### src/rtl/tx_frontend_pkg.sv
// Shared types and constants for the DAC transmit front end:
// FSM state encoding, sample width and the default ramp length.
package tx_frontend_pkg;

  localparam int SAMPLE_W          = 12;
  localparam int RAMP_LOG2_DEFAULT = 4;

  typedef logic signed [SAMPLE_W-1:0] sample_t;

  typedef enum logic [1:0] {
    ST_IDLE      = 2'd0,
    ST_RAMP_UP   = 2'd1,
    ST_ACTIVE    = 2'd2,
    ST_RAMP_DOWN = 2'd3
  } tx_state_e;

endpackage

### src/rtl/iq_gain_scale.sv
// Applies ramp gain k/2^RAMP_LOG2 to one signed sample: floor((s * k) / 2^RAMP_LOG2).
// k = 2^RAMP_LOG2 reproduces the sample exactly.
module iq_gain_scale
  import tx_frontend_pkg::*;
#(
  parameter int RAMP_LOG2 = RAMP_LOG2_DEFAULT
) (
  input  sample_t              sample_i,
  input  logic [RAMP_LOG2:0]   gain_i,
  output sample_t              scaled_o
);

  // One spare bit over the 12 x (RAMP_LOG2+1) product keeps the gain operand non-negative.
  localparam int PROD_W = SAMPLE_W + RAMP_LOG2 + 2;

  logic signed [PROD_W-1:0] sample_ext;
  logic signed [PROD_W-1:0] gain_ext;
  logic signed [PROD_W-1:0] prod;

  assign sample_ext = {{(PROD_W-SAMPLE_W){sample_i[SAMPLE_W-1]}}, sample_i};
  assign gain_ext   = {{(PROD_W-RAMP_LOG2-1){1'b0}}, gain_i};
  assign prod       = sample_ext * gain_ext;

  // Arithmetic shift floors toward negative infinity.
  assign scaled_o = sample_t'(prod >>> RAMP_LOG2);

endmodule

### src/rtl/dac_tx_frontend.sv
// Burst ramp controller and I/Q interleaver in front of a single 12-bit DAC.
// Samples arrive at half rate (clk_16M384 enable); I and Q leave on alternate cycles.
module dac_tx_frontend
  import tx_frontend_pkg::*;
#(
  parameter int RAMP_LOG2     = RAMP_LOG2_DEFAULT,
  parameter bit OFFSET_BINARY = 1'b0
) (
  input  logic                clk_32M768,
  input  logic                rst_n_32M768,
  input  logic                clk_16M384,
  input  sample_t             DAC_I,
  input  sample_t             DAC_Q,
  input  logic                DAC_valid,
  input  logic                TX_EN,
  output logic [SAMPLE_W-1:0] dac_data,
  output logic                dac_frame,
  output logic                tx_active,
  output logic                ramp_busy,
  output logic [15:0]         underflow_cnt
);

  localparam logic [RAMP_LOG2:0]  K_FULL   = {1'b1, {RAMP_LOG2{1'b0}}};
  localparam logic [SAMPLE_W-1:0] MSB_FLIP = {OFFSET_BINARY, {(SAMPLE_W-1){1'b0}}};

  tx_state_e          state_q, state_d;
  logic [RAMP_LOG2:0] k_q, k_d;
  sample_t            hold_i_q, hold_i_d;
  sample_t            hold_q_q, hold_q_d;
  logic [15:0]        uf_cnt_q, uf_cnt_d;
  sample_t            q_word_q;
  logic [SAMPLE_W-1:0] dac_data_q;
  logic               dac_frame_q;

  sample_t            samp_i, samp_q, scaled_i, scaled_q;
  logic [RAMP_LOG2:0] gain;

  always_comb begin
    // NOTE: every *_d takes its current value first, so no branch can infer a latch.
    state_d  = state_q;
    k_d      = k_q;
    hold_i_d = hold_i_q;
    hold_q_d = hold_q_q;
    uf_cnt_d = uf_cnt_q;
    if (clk_16M384) begin
      if (DAC_valid) begin
        hold_i_d = DAC_I;
        hold_q_d = DAC_Q;
      end
      unique case (state_q)
        ST_IDLE: begin
          if (TX_EN && DAC_valid) begin
            state_d = ST_RAMP_UP;
            k_d     = '0;
          end
        end
        ST_RAMP_UP: begin
          if (!TX_EN) begin
            state_d = ST_RAMP_DOWN;
          end else if (DAC_valid) begin
            k_d = k_q + 1'b1;
            if (k_d == K_FULL) state_d = ST_ACTIVE;
          end
        end
        ST_ACTIVE: begin
          if (!TX_EN) begin
            state_d = ST_RAMP_DOWN;
          end else if (!DAC_valid) begin
            state_d = ST_RAMP_DOWN;
            if (uf_cnt_q != 16'hFFFF) uf_cnt_d = uf_cnt_q + 16'd1;
          end
        end
        ST_RAMP_DOWN: begin
          // TX_EN is ignored here: a new burst only starts from IDLE.
          if (k_q[RAMP_LOG2:1] == '0) begin
            k_d     = '0;
            state_d = ST_IDLE;
          end else begin
            k_d = k_q - 1'b1;
          end
        end
        default: state_d = ST_IDLE;
      endcase
    end
  end

  // A missing sample repeats the last valid one; IDLE forces zero gain.
  assign samp_i = DAC_valid ? DAC_I : hold_i_q;
  assign samp_q = DAC_valid ? DAC_Q : hold_q_q;
  assign gain   = (state_q == ST_IDLE) ? '0 : k_q;

  iq_gain_scale #(.RAMP_LOG2(RAMP_LOG2)) u_scale_i (
    .sample_i (samp_i),
    .gain_i   (gain),
    .scaled_o (scaled_i)
  );

  iq_gain_scale #(.RAMP_LOG2(RAMP_LOG2)) u_scale_q (
    .sample_i (samp_q),
    .gain_i   (gain),
    .scaled_o (scaled_q)
  );

  always_ff @(posedge clk_32M768 or negedge rst_n_32M768) begin
    if (!rst_n_32M768) begin
      state_q  <= ST_IDLE;
      k_q      <= '0;
      hold_i_q <= '0;
      hold_q_q <= '0;
      uf_cnt_q <= '0;
    end else begin
      // NOTE: registers use <= so every one updates from the same pre-edge values.
      state_q  <= state_d;
      k_q      <= k_d;
      hold_i_q <= hold_i_d;
      hold_q_q <= hold_q_d;
      uf_cnt_q <= uf_cnt_d;
    end
  end

  // I leaves on the enable edge, Q on the following edge; back-to-back enables drop Q.
  always_ff @(posedge clk_32M768 or negedge rst_n_32M768) begin
    if (!rst_n_32M768) begin
      dac_data_q  <= MSB_FLIP;
      dac_frame_q <= 1'b0;
      q_word_q    <= '0;
    end else if (clk_16M384) begin
      dac_data_q  <= scaled_i ^ MSB_FLIP;
      dac_frame_q <= 1'b1;
      q_word_q    <= scaled_q;
    end else begin
      dac_data_q  <= q_word_q ^ MSB_FLIP;
      dac_frame_q <= 1'b0;
    end
  end

  assign dac_data      = dac_data_q;
  assign dac_frame     = dac_frame_q;
  assign tx_active     = (state_q != ST_IDLE);
  assign ramp_busy     = (state_q == ST_RAMP_UP) || (state_q == ST_RAMP_DOWN);
  assign underflow_cnt = uf_cnt_q;

endmodule

### config.mk
export PLATFORM = sky130hd
export DESIGN_NAME = dac_tx_frontend
export DESIGN_NICKNAME = d
export VERILOG_FILES = /design/src/rtl/tx_frontend_pkg.sv /design/src/rtl/iq_gain_scale.sv /design/src/rtl/dac_tx_frontend.sv
export SDC_FILE = /design/constraint.sdc
export NUM_CORES = 1
export LEC_CHECK = 0
export BUFFER_PORTS_ARGS = -buffer_cell sky130_fd_sc_hd__buf_4
export CORE_ASPECT_RATIO = 1.75
export CORE_MARGIN = 10
export CORE_UTILIZATION = 35
export CTS_BUF_LIST = sky130_fd_sc_hd__clkbuf_4 sky130_fd_sc_hd__clkbuf_8
export CTS_CLUSTER_SIZE = 40
export DETAILED_ROUTE_END_ITERATION = 8
export HOLD_SLACK_MARGIN = 0.02
export SLEW_MARGIN = 5
export SYNTH_ARGS = -nofsm -noshare
export SYNTH_HDL_FRONTEND = slang
export SYNTH_HIERARCHICAL = 1
export SYNTH_SLANG_ARGS = --single-unit
### constraint.sdc
create_clock -name clk_32M768 -period 6.7 [get_ports clk_32M768]
set_clock_uncertainty 0.15 [all_clocks]
set_input_delay 1.34 -clock clk_32M768 [delete_from_list [all_inputs] [get_ports clk_32M768]]
set_output_delay 1.34 -clock clk_32M768 [all_outputs]
set_load 0.01 [all_outputs]
# --- Word level (Yosys, flattened, before mapping) ---
# Cells that the tools add are included.
word_totals:
  word_cells: 53
  reg_bits: 72
  inputBits: 29
  output_inout_bits: 31
op_classes:
  mux: 18
  multipliers: 2
  n_reduce_logical: 9
  bitwise_logic: 1
  addsub: 3
  n_eq_ne: 12
op_table:
  columns: ["cell", "count"]
  rows:
  - ["12-bit 2-to-1 mux", 3]
  - ["12-bit by 6-bit multiplier with 16-bit output", 2]
  - ["5-bit 2-to-1 mux", 5]
  - ["16-bit by 1-bit adder with 16-bit output (second input constant)", 1]
  - ["16-bit inequality test (second input constant)", 1]
  - ["5-bit case mux with 3 select lines", 1]
  - ["2-bit 2-to-1 mux", 7]
  - ["5-bit AND reduction", 2]
  - ["3-bit inequality test (second input constant)", 3]
  - ["2-bit inequality test (second input constant)", 4]
  - ["2-bit case mux with 4 select lines", 1]
  - ["6-bit AND reduction", 1]
  - ["5-bit by 1-bit adder with 5-bit output (second input constant)", 1]
  - ["5-bit equality test (second input constant)", 1]
  - ["5-bit by 1-bit subtractor with 5-bit output (second input constant)", 1]
  - ["2-bit equality test (second input constant)", 2]
  - ["4-bit zero test", 1]
  - ["3-bit nonzero test", 1]
  - ["2-bit by 1-bit equality test with 1-bit output (second input constant)", 1]
  - ["2-bit zero test", 1]
  - ["2-bit nonzero test", 1]
  - ["1-bit logical AND", 1]
  - ["1-bit logical OR", 1]
  - ["1-bit 2-to-1 mux", 1]
  - ["1-bit inverter", 1]

# --- Logic depth before layout (Yosys ltp) ---
# Gate-level depths: netlist of run 1.
logic_depth:
  ltp_word: 6
  ltp_mapped: 19
  mapped_depth_nobuf: 18

# --- Hierarchy ---
# The synthesis of run 1 kept the hierarchy.
by_module_without_submodules:
  columns: ["module", "n_inst", "area_each_um2", "cells_each", "seq_area_each_um2"]
  rows:
  - ["dac_tx_frontend", 1, 3550.9, 322, 1801.7]
  - ["iq_gain_scale at u_scale_i", 1, 2044.5, 245, 0.0]
  - ["iq_gain_scale at u_scale_q", 1, 2009.4, 239, 0.0]

# --- Worst setup path after synthesis of run 1 ---
# No wires, ideal clock.
synth_path:
  path_type: "input to register"
  start: "input port DAC_valid"
  end: "register dac_data_q[11], in the netlist dac_data[11]"
  path_buffers: 3
  arrival_time_ps: 5378
  path_stages: 18
  slack_ps: 1106
  setup_ps: 66
  t_required_ps: 6484
  cell_sequence: "buf_2 > buf_2 > mux2_2 > and2_1 > fa_1 > fa_1 > inv_1 > fa_1 > inv_1 > ha_1 > buf_6 > a21o_1 > a221oi_2 > a21oi_2 > a221oi_2 > xnor2_1 > nand2_1 > nand2_1"
synth_between:
  elab_chain_cells: 3
synth_lines:
  columns: ["element", "line", "rtl"]
  rows:
  - ["from (decl)", "dac_tx_frontend.sv:14", "input logic DAC_valid,"]
  - ["12-bit 2-to-1 mux", null, null]
  - ["via samp_i[5]", "dac_tx_frontend.sv:35", "sample_t samp_i, samp_q, scaled_i, scaled_q;"]
  - ["12-bit by 6-bit multiplier with 16-bit output", "iq_gain_scale.sv:22", "assign prod = sample_ext * gain_ext;"]
  - ["via scaled_i[11]", "dac_tx_frontend.sv:35", null]
  - ["12-bit 2-to-1 mux", "dac_tx_frontend.sv:127", "end else if (clk_16M384) begin"]
  - ["to (signal assigned)", "dac_tx_frontend.sv:128", "dac_data_q <= scaled_i ^ MSB_FLIP;"]
  - ["to (signal assigned)", "dac_tx_frontend.sv:132", "dac_data_q <= q_word_q ^ MSB_FLIP;"]
  - ["to (decl)", "dac_tx_frontend.sv:32", "logic [SAMPLE_W-1:0] dac_data_q;"]
# The timed path passes the listed nets, and every way through them passes these cells.
# A chain may end at the register's enable or synchronous reset.

# --- Worst setup path in the final report of run 1 ---
layout_path:
  start: "input port DAC_valid"
  end: "register dac_data_q[10], in the netlist dac_data[10]"
# The elaborated chain is that of the path after synthesis.

==> results by group, run 1 <==
Synthesis
  – Post-synth EDFFs: 0
  – Syn Area/Cell: 9.435 µm²
  – Sequential share of the synthesized area: 23.69%
  – Largest area contributor in the netlist: dfrtp_1
  – Number of distinct library cells after synthesis: 66
  – Top-count cell post-synth: inv_1
  – Async S/R FF share, synth: 100.0%
  – Mapped Cells: 806
  – Top_reg_cell synth: dfrtp_1
  – Yosys reg bits: 72
  – Commonest cells post-synth: inv_1, and2_1, nand2_1
  – Post-synth net total: 961
  – Syn. warnings: 6
  – Share of the synthesized area in the top cell type: 23.69%
  – Ranking of synthesized cells by area: dfrtp_1, fa_1, ha_1
  – Mapped Area: 7605 µm²

Outcome
  – Outcome: complete, no violations

Die
  – FP Rows: 71
  – Core Box Area: 21410 µm²
  – Die Width: 131.4 µm
  – Ports: 60
  – Area of the die: 28260 µm²
  – Die Ht: 215.0 µm
  – Initial Utilization: 35.52%

Clocking
  – Worst-Skew Late Latency: 0.37 ns
  – Post-CTS sizing: 0
  – Post-CTS Repair Setup Buffers: 0
  – Clock transition at path regs: 0.08 ns
  – CTS tree: done
  – Clk sinks: 72
  – Hold-fix buffers, CTS: 0
  – Clock Tree Root: clkbuf_8
  – H-tree depth: 3
  – Num CTS Buffers: 9
  – CTS Buffer Depth: 2

STA
  – Slew @ Worst Pin: 0.9730 ns
  – Max-slew violation count: 0
  – Fin crit share: 80.95%
  – Setup TNS: 0 ns
  – RSZ-0062 raised after global routing: false
  – Final hold violation count: 0
  – Final Critical Period: 5.424 ns
  – Endpoints failing setup: 0
  – Achievable frequency: 0.1844 GHz
  – Max-slew headroom: 35.13%

Global routing
  – First-pass GRT wire length: 30470 µm
  – Gr usage total: 13.24%
  – GRT overflow: 0
  – Initial antenna violation count: 0
  – Vias in the first global route: 6098
  – Largest net degree at the start of global routing: 73

Route
  – WL per Instance: 15.66 µm
  – Iter 0 DRT Violations: 171
  – Antenna viol nets, final: 0
  – Vias/cell: 4.846
  – Via Count: 5583
  – DR DRC count: 0
  – WL final: 18040 µm
  – Pre-antenna DRT Iters: 4

Worst setup path
  – Worst path arrival time: 5.53 ns
  – Slowest-stage cell, CP: fa_1
  – Critical path fanouts, max: 29
  – CP Capture Type: flop
  – Critical path's largest stage delay: 0.53 ns
  – Critical Path RT: 6.81 ns
  – Crit start category: input port
  – Most frequent CP cell: fa_1
  – Critical setup path kind: input port to flop
  – Worst-path cell chain: buf_4 -> mux2_2 -> and2_1 -> fa_1 -> fa_1 -> inv_1 -> fa_1 -> inv_1 -> ha_1 -> a2111oi_0 -> o31ai_1 -> a21oi_1 -> o21ai_0 -> xor2_1 -> nand2_1 -> nand2_1

Placement
  – DP HPWL: 14340 µm
  – # port buffers: 59
  – Post-placement cell count: 1136
  – GP Congestion: 0.8481

Finish
  – Fin nets: 1010
  – Area of the multi-input gates: 5240 µm²
  – Final Non-Filler Cells: 1152
  – FF+latch area: 1802 µm²
  – Ant. Diodes: 0
  – P&R area growth vs syn: 12.44%
  – Layout cell share with drive strength beyond 1: 17.33%
  – Fill cells: 2181

Power
  – PwrDens: 396.4 nW/µm²
  – P_leak: 4.332 nW
  – Peak supply drop: 147.7 µV

Min path
  – Hold Crit Class: flop to flop

Run
  – MaxCap Viol Count: 0
[routing by layer]
metal | share of wire [%] | track usage (%)
met3 | 2.3 | 2.125
met2 | 61 | 27.54
met1 | 35 | 12.26
met4 | 2.0 | 4.803
met5 | 0 | 0
[final cells by class]
class / count / area share, %
Clock inverter: 7 / 1.083
Inverter: 119 / 5.224
Timing Repair Buffer: 64 / 5.619
Multi-Input combinational cell: 589 / 61.28
Clock buffer: 9 / 1.449
Tap cell: 292 / 4.273
Sequential cell: 72 / 21.07
[stage by stage]
step	util (%)	instance area [µm²]	worst slack, ns	hold WS, ns	power, mW
floorplan	-	7605	1.106	0.2924	2.408
global placement	38.93	8334	0.9130	0.3076	3.000
detailed placement	38.93	8334	0.8878	0.3129	3.044
CTS	39.94	8551	1.285	0.3335	3.458
global route	39.94	8551	1.005	0.3448	3.802
finish	39.94	8551	1.276	0.3290	3.390
[where the power goes]
group	leakage (nW)	total (mW)	internal [mW]	switching, mW
clock	0.114	0.393	0.210	0.182
combinational	3.31	2.34	0.981	1.36
sequential	0.907	0.653	0.557	0.0964
total	4.33	3.39	1.75	1.64
[placed cells by master, fill, tap and decap left out, types with 9 or more instances in the layout]
cell type | netlist | layout
nand3_1 | 14 | 14
and2_1 | 96 | 96
mux2_2 | 50 | 50
fa_1 | 68 | 68
nor2_1 | 29 | 29
o21ai_0 | 15 | 15
inv_1 | 119 | 119
xnor2_1 | 29 | 29
buf_4 | 1 | 64
nand2b_1 | 13 | 13
a21o_1 | 14 | 14
clkbuf_8 | 0 | 9
xor2_1 | 15 | 15
dfrtp_1 | 72 | 72
nand2_1 | 86 | 86
ha_1 | 58 | 58
a21oi_1 | 15 | 15
[worst max-delay path, delay by kind of cell]
kind	cells	cell delay, ns
fa+ha+maj	4	1.90
xor+xnor	1	0.15
mux	1	0.44
buf+inv	3	0.41
simple gates	3	0.29
compound gates	4	0.97
[state kept, by name, indices dropped and copies added, names as in the netlist]
name           count
dac_data          12
underflow_cnt     16
q_word_q          12
hold_q_q          12
k_q                5
dac_frame          1
state_q            2
hold_i_q          12
[path summary, 6_finish.rpt]
| path | from | end | slack, ns | cells after the start |
|---|---|---|---|---|
| min | q_word_q[4]$_DFFE_PN0P_ | q_word_q[4]$_DFFE_PN0P_ | 0.33 | 2 |
| max reg2reg | state_q[0]$_DFFE_PN0P_ | dac_data[11]$_DFF_PN0_ | 1.56 | 19 |
| max | DAC_valid | dac_data[10]$_DFF_PN0_ | 1.28 | 16 |
| min in group asynchronous | rst_n_32M768 | k_q[0]$_DFFE_PN0P_ | 0.95 | 1 |
| max in group asynchronous | rst_n_32M768 | dac_data[4]$_DFF_PN0_ | 4.79 | 1 |
| min reg2reg | q_word_q[4]$_DFFE_PN0P_ | q_word_q[4]$_DFFE_PN0P_ | 0.33 | 2 |
[cells by family after synthesis]
| logic type | after synthesis | synth area share (%) |
|---|---|---|
| buffers and inverters | 145 | 7.404 |
| AND/OR/NAND/NOR | 280 | 19.84 |
| AO/OA/AOI/OAI | 88 | 8.951 |
| multiplexers | 51 | 7.601 |
| adder cells (fa/ha/maj) | 126 | 27.44 |
| XOR/XNOR | 44 | 5.067 |
| flip-flops | 72 | 23.69 |
(Power assumes the default switching activity.)
==> run 2: changes to the inputs <==
- ABC_AREA: default -> 1
- clock period: 6.7 -> 4.4 ns (I/O delays scaled with it)
==> run 2 against run 1 <==
Sequential power grew 41%. Sequential share of layout area fell by 3.2 points. Clock-buffer cell count is 1 higher. Die area grew 6.5%. Power grew 4.8%. Synthesized cell count increased by 52%. Routed wire length increased by 19%. Critical path type unchanged.
==> results by group, run 2 <==
Placement
  – GP Congestion: 0.8561
  – Setup WS pre-CTS: -0.3611 ns
  – Placed cell area: 9602 µm²
  – DP HPWL: 17460 µm
  – # port buffers: 59

Finish
  – Fin nets: 1516
  – Ant. Diodes: 0
  – Area of the multi-input gates: 5269 µm²
  – Post-route cell area: 10100 µm²
  – Layout cell share with drive strength beyond 1: 16.84%
  – FF+latch area: 1802 µm²
  – Max FFs per register: 16
  – Commonest non-fill, non-tap cell in the layout: nand2_1
  – Fill cells: 2414
  – Commonest cells after routing, fill and taps aside: nand2_1, inv_1, buf_4
  – P&R area growth vs syn: 23.65%

STA
  – Final hold violation count: 0
  – Max-slew violation count: 0
  – Worst setup margin: 0.2004 ns
  – Worst hold slack: 0.3196 ns
  – Slew @ Worst Pin: 0.9937 ns
  – Achievable frequency: 0.2381 GHz
  – Max-slew headroom: 33.76%
  – Fin crit share: 95.45%
  – Final Critical Period: 4.200 ns
  – Endpoints failing setup: 0

Worst setup path
  – CP delay by family, top: adder cells
  – CP Capture Type: flop
  – R2r startpoint: state_q[0]$_DFFE_PN0P_
  – Critical path's largest stage delay: 0.55 ns
  – Critical path fanouts, max: 17
  – Worst path arrival time: 4.33 ns
  – Critical Path RT: 4.53 ns
  – Worst-path cell chain: buf_8 -> buf_12 -> nand2_1 -> o21ai_0 -> buf_4 -> nand2_1 -> inv_1 -> fa_1 -> inv_1 -> fa_1 -> fa_1 -> inv_1 -> ha_4 -> buf_4 -> nand2_1 -> nand2_1 -> nand2_1 -> nand2_1 -> nand2_1 -> nand3_1 -> nand2_1 -> nand2_1 -> nand2_1 -> nand2_1
  – R2R depth: 24
  – Critical setup path kind: input port to flop
  – Worst reg2reg setup slack: 0.26 ns
  – Most frequent CP cell: nand2_1
  – Slowest-stage cell, CP: fa_1
  – Crit start category: input port
  – Critical path buffers and inverters: 7
  – Worst reg2reg path endpoint: dac_data[8]$_DFF_PN0_

Min path
  – Hold worst-path end: q_word_q[10]$_DFFE_PN0P_
  – Hold Crit Depth: 2
  – Hold Crit Start: q_word_q[10]$_DFFE_PN0P_
  – Hold Crit Class: flop to flop

Clocking
  – Clock Tree Root: clkbuf_8
  – H-tree depth: 3
  – Num CTS Buffers: 9
  – Clock transition at path regs: 0.08 ns
  – CTS Buffer Depth: 2
  – Hold-fix buffers, CTS: 0
  – CTS tree: done
  – Clk sinks: 72
  – Worst-Skew Late Latency: 0.39 ns

Route
  – Antenna viol nets, final: 0
  – Vias/cell: 4.466
  – WL per Instance: 12.87 µm
  – Pre-antenna DRT Iters: 5
  – WL final: 21440 µm
  – Via Count: 7441
  – Iter 0 DRT Violations: 278
  – DR DRC count: 0

Synthesis
  – Post-synth net total: 1379
  – Syn. warnings: 6
  – Post-synth EDFFs: 0
  – Share of the synthesized area in the top cell type: 22.06%
  – Largest area contributor in the netlist: dfrtp_1
  – Async S/R FF share, synth: 100.0%
  – Syn Area/Cell: 6.673 µm²
  – Top-count cell post-synth: nand2_1
  – Sequential share of the synthesized area: 22.06%
  – Top_reg_cell synth: dfrtp_1
  – Ranking of synthesized cells by area: dfrtp_1, nand2_1, fa_1
  – Commonest cells post-synth: nand2_1, inv_1, dfrtp_1
  – Number of distinct library cells after synthesis: 29
  – Mapped Cells: 1224
  – Yosys reg bits: 72
  – Mapped Area: 8168 µm²

Global routing
  – Gr usage total: 14.88%
  – First-pass GRT wire length: 35880 µm
  – Largest net degree at the start of global routing: 76
  – GRT overflow: 0
  – Initial antenna violation count: 0
  – Vias in the first global route: 7843

Die
  – Die Ht: 222.1 µm
  – Area of the die: 30090 µm²
  – Die Width: 135.5 µm
  – Core Box Area: 22830 µm²
  – FP Rows: 73
  – Ports: 60
  – Initial Utilization: 35.77%

Power
  – PwrDens: 351.8 nW/µm²
  – Peak supply drop: 151.3 µV
  – P_leak: 6.365 nW
  – Power Total: 3.553 mW

Outcome
  – Outcome: complete, no violations

Run
  – MaxCap Viol Count: 0
-- run 2: changes by cell type after synthesis, moves of 29 or more --
cell | before | now
o21ai_0 | 15 | 60
nand3_1 | 14 | 43
inv_1 | 119 | 317
and2_1 | 96 | 0
nand2_1 | 86 | 462
mux2_2 | 50 | 0
-- run 2: power breakdown --
group          total, mW  internal (mW)  switching (mW)
Clock              0.565          0.279           0.286
Sequential         0.923          0.831          0.0924
Combinational       2.06          0.911            1.15
-- run 2: layer usage --
layer  part of all wire [%]  routed length [µm]  GRT usage [%]  up-vias
li1                       -                   -              -     3813
met1                     33                6997          12.72     3475
met2                     60               12930          30.75       94
met3                    2.5                 540          2.223       59
met4                    4.5                 970          7.684        0
met5                      0                   0              0        -
-- run 2: area by class of cell --
cell class,instances,area share (%)
tap,300,3.717
clock buffer,10,1.363
clock inverter,6,0.6442
multi-input combinational,802,52.17
timing repair buffer,155,12.34
sequential,72,17.84
inverter,321,11.93
-- run 2: worst max path at each step --
stage / slack (ns) / startpoint / cells past startpoint / to
after floorplan: -0.04 / DAC_valid / 20 / q_word_q[11]$_DFFE_PN0P_
after global placement: -0.37 / DAC_valid / 21 / dac_data[11]$_DFF_PN0_
after detailed placement: -0.36 / DAC_valid / 19 / dac_data[10]$_DFF_PN0_
after CTS: 0.03 / state_q[1]$_DFFE_PN0P_ / 21 / dac_data[11]$_DFF_PN0_
after global routing: -0.02 / DAC_valid / 23 / dac_data[4]$_DFF_PN0_
final: 0.20 / DAC_valid / 24 / dac_data[8]$_DFF_PN0_
-- run 2: logic make-up (layout without fill, tap and decap cells) --
family / Yosys count / count (layout) / share of synthesized area [%]
adder cells (fa/ha/maj): 126 / 126 / 25.55
AO/OA/AOI/OAI: 78 / 78 / 5.101
buffers and inverters: 350 / 492 / 16.33
AND/OR/NAND/NOR: 570 / 570 / 27.96
XOR/XNOR: 28 / 28 / 3.002
flip-flops: 72 / 72 / 22.06
-- run 2: timing repair --
item / 4_1_cts / 5_1_grt
endpoints found under the setup margin: 2 / 18
resized for setup: 3 / 50
cloned: 0 / 1
pin swaps: 0 / 5
hold endpoints to repair: 0 / 0
setup buffers: 0 / 5
-- run 2: worst reg2reg max path, cell delays in order (launching register included) --
cell and delay (ns):
dfrtp_1 0.39, inv_2 0.08, ha_4 0.16, nor2_1 0.05
buf_4 0.17, buf_4 0.18, nand2_1 0.10, inv_1 0.06
fa_1 0.49, inv_1 0.06, fa_1 0.49, fa_1 0.55
inv_1 0.07, ha_4 0.24, buf_4 0.14, nand2_1 0.06
nand2_1 0.06, nand2_1 0.05, nand2_1 0.07, nand2_1 0.08
nand3_1 0.08, nand2_1 0.06, nand2_1 0.05, nand2_1 0.06
nand2_1 0.08
-- run 2: per-stage QoR --
| step | instances | TNS [ns] | util (%) |
|---|---|---|---|
| after floorplan | 1224 | -0.03622 | - |
| after global placement | 1644 | -4.586 | 42.05 |
| after detailed placement | 1644 | -5.238 | 42.05 |
| after CTS | 1660 | 0 | 42.98 |
| after global routing | 1666 | -0.03339 | 44.23 |
| final | 1666 | 0 | 44.23 |
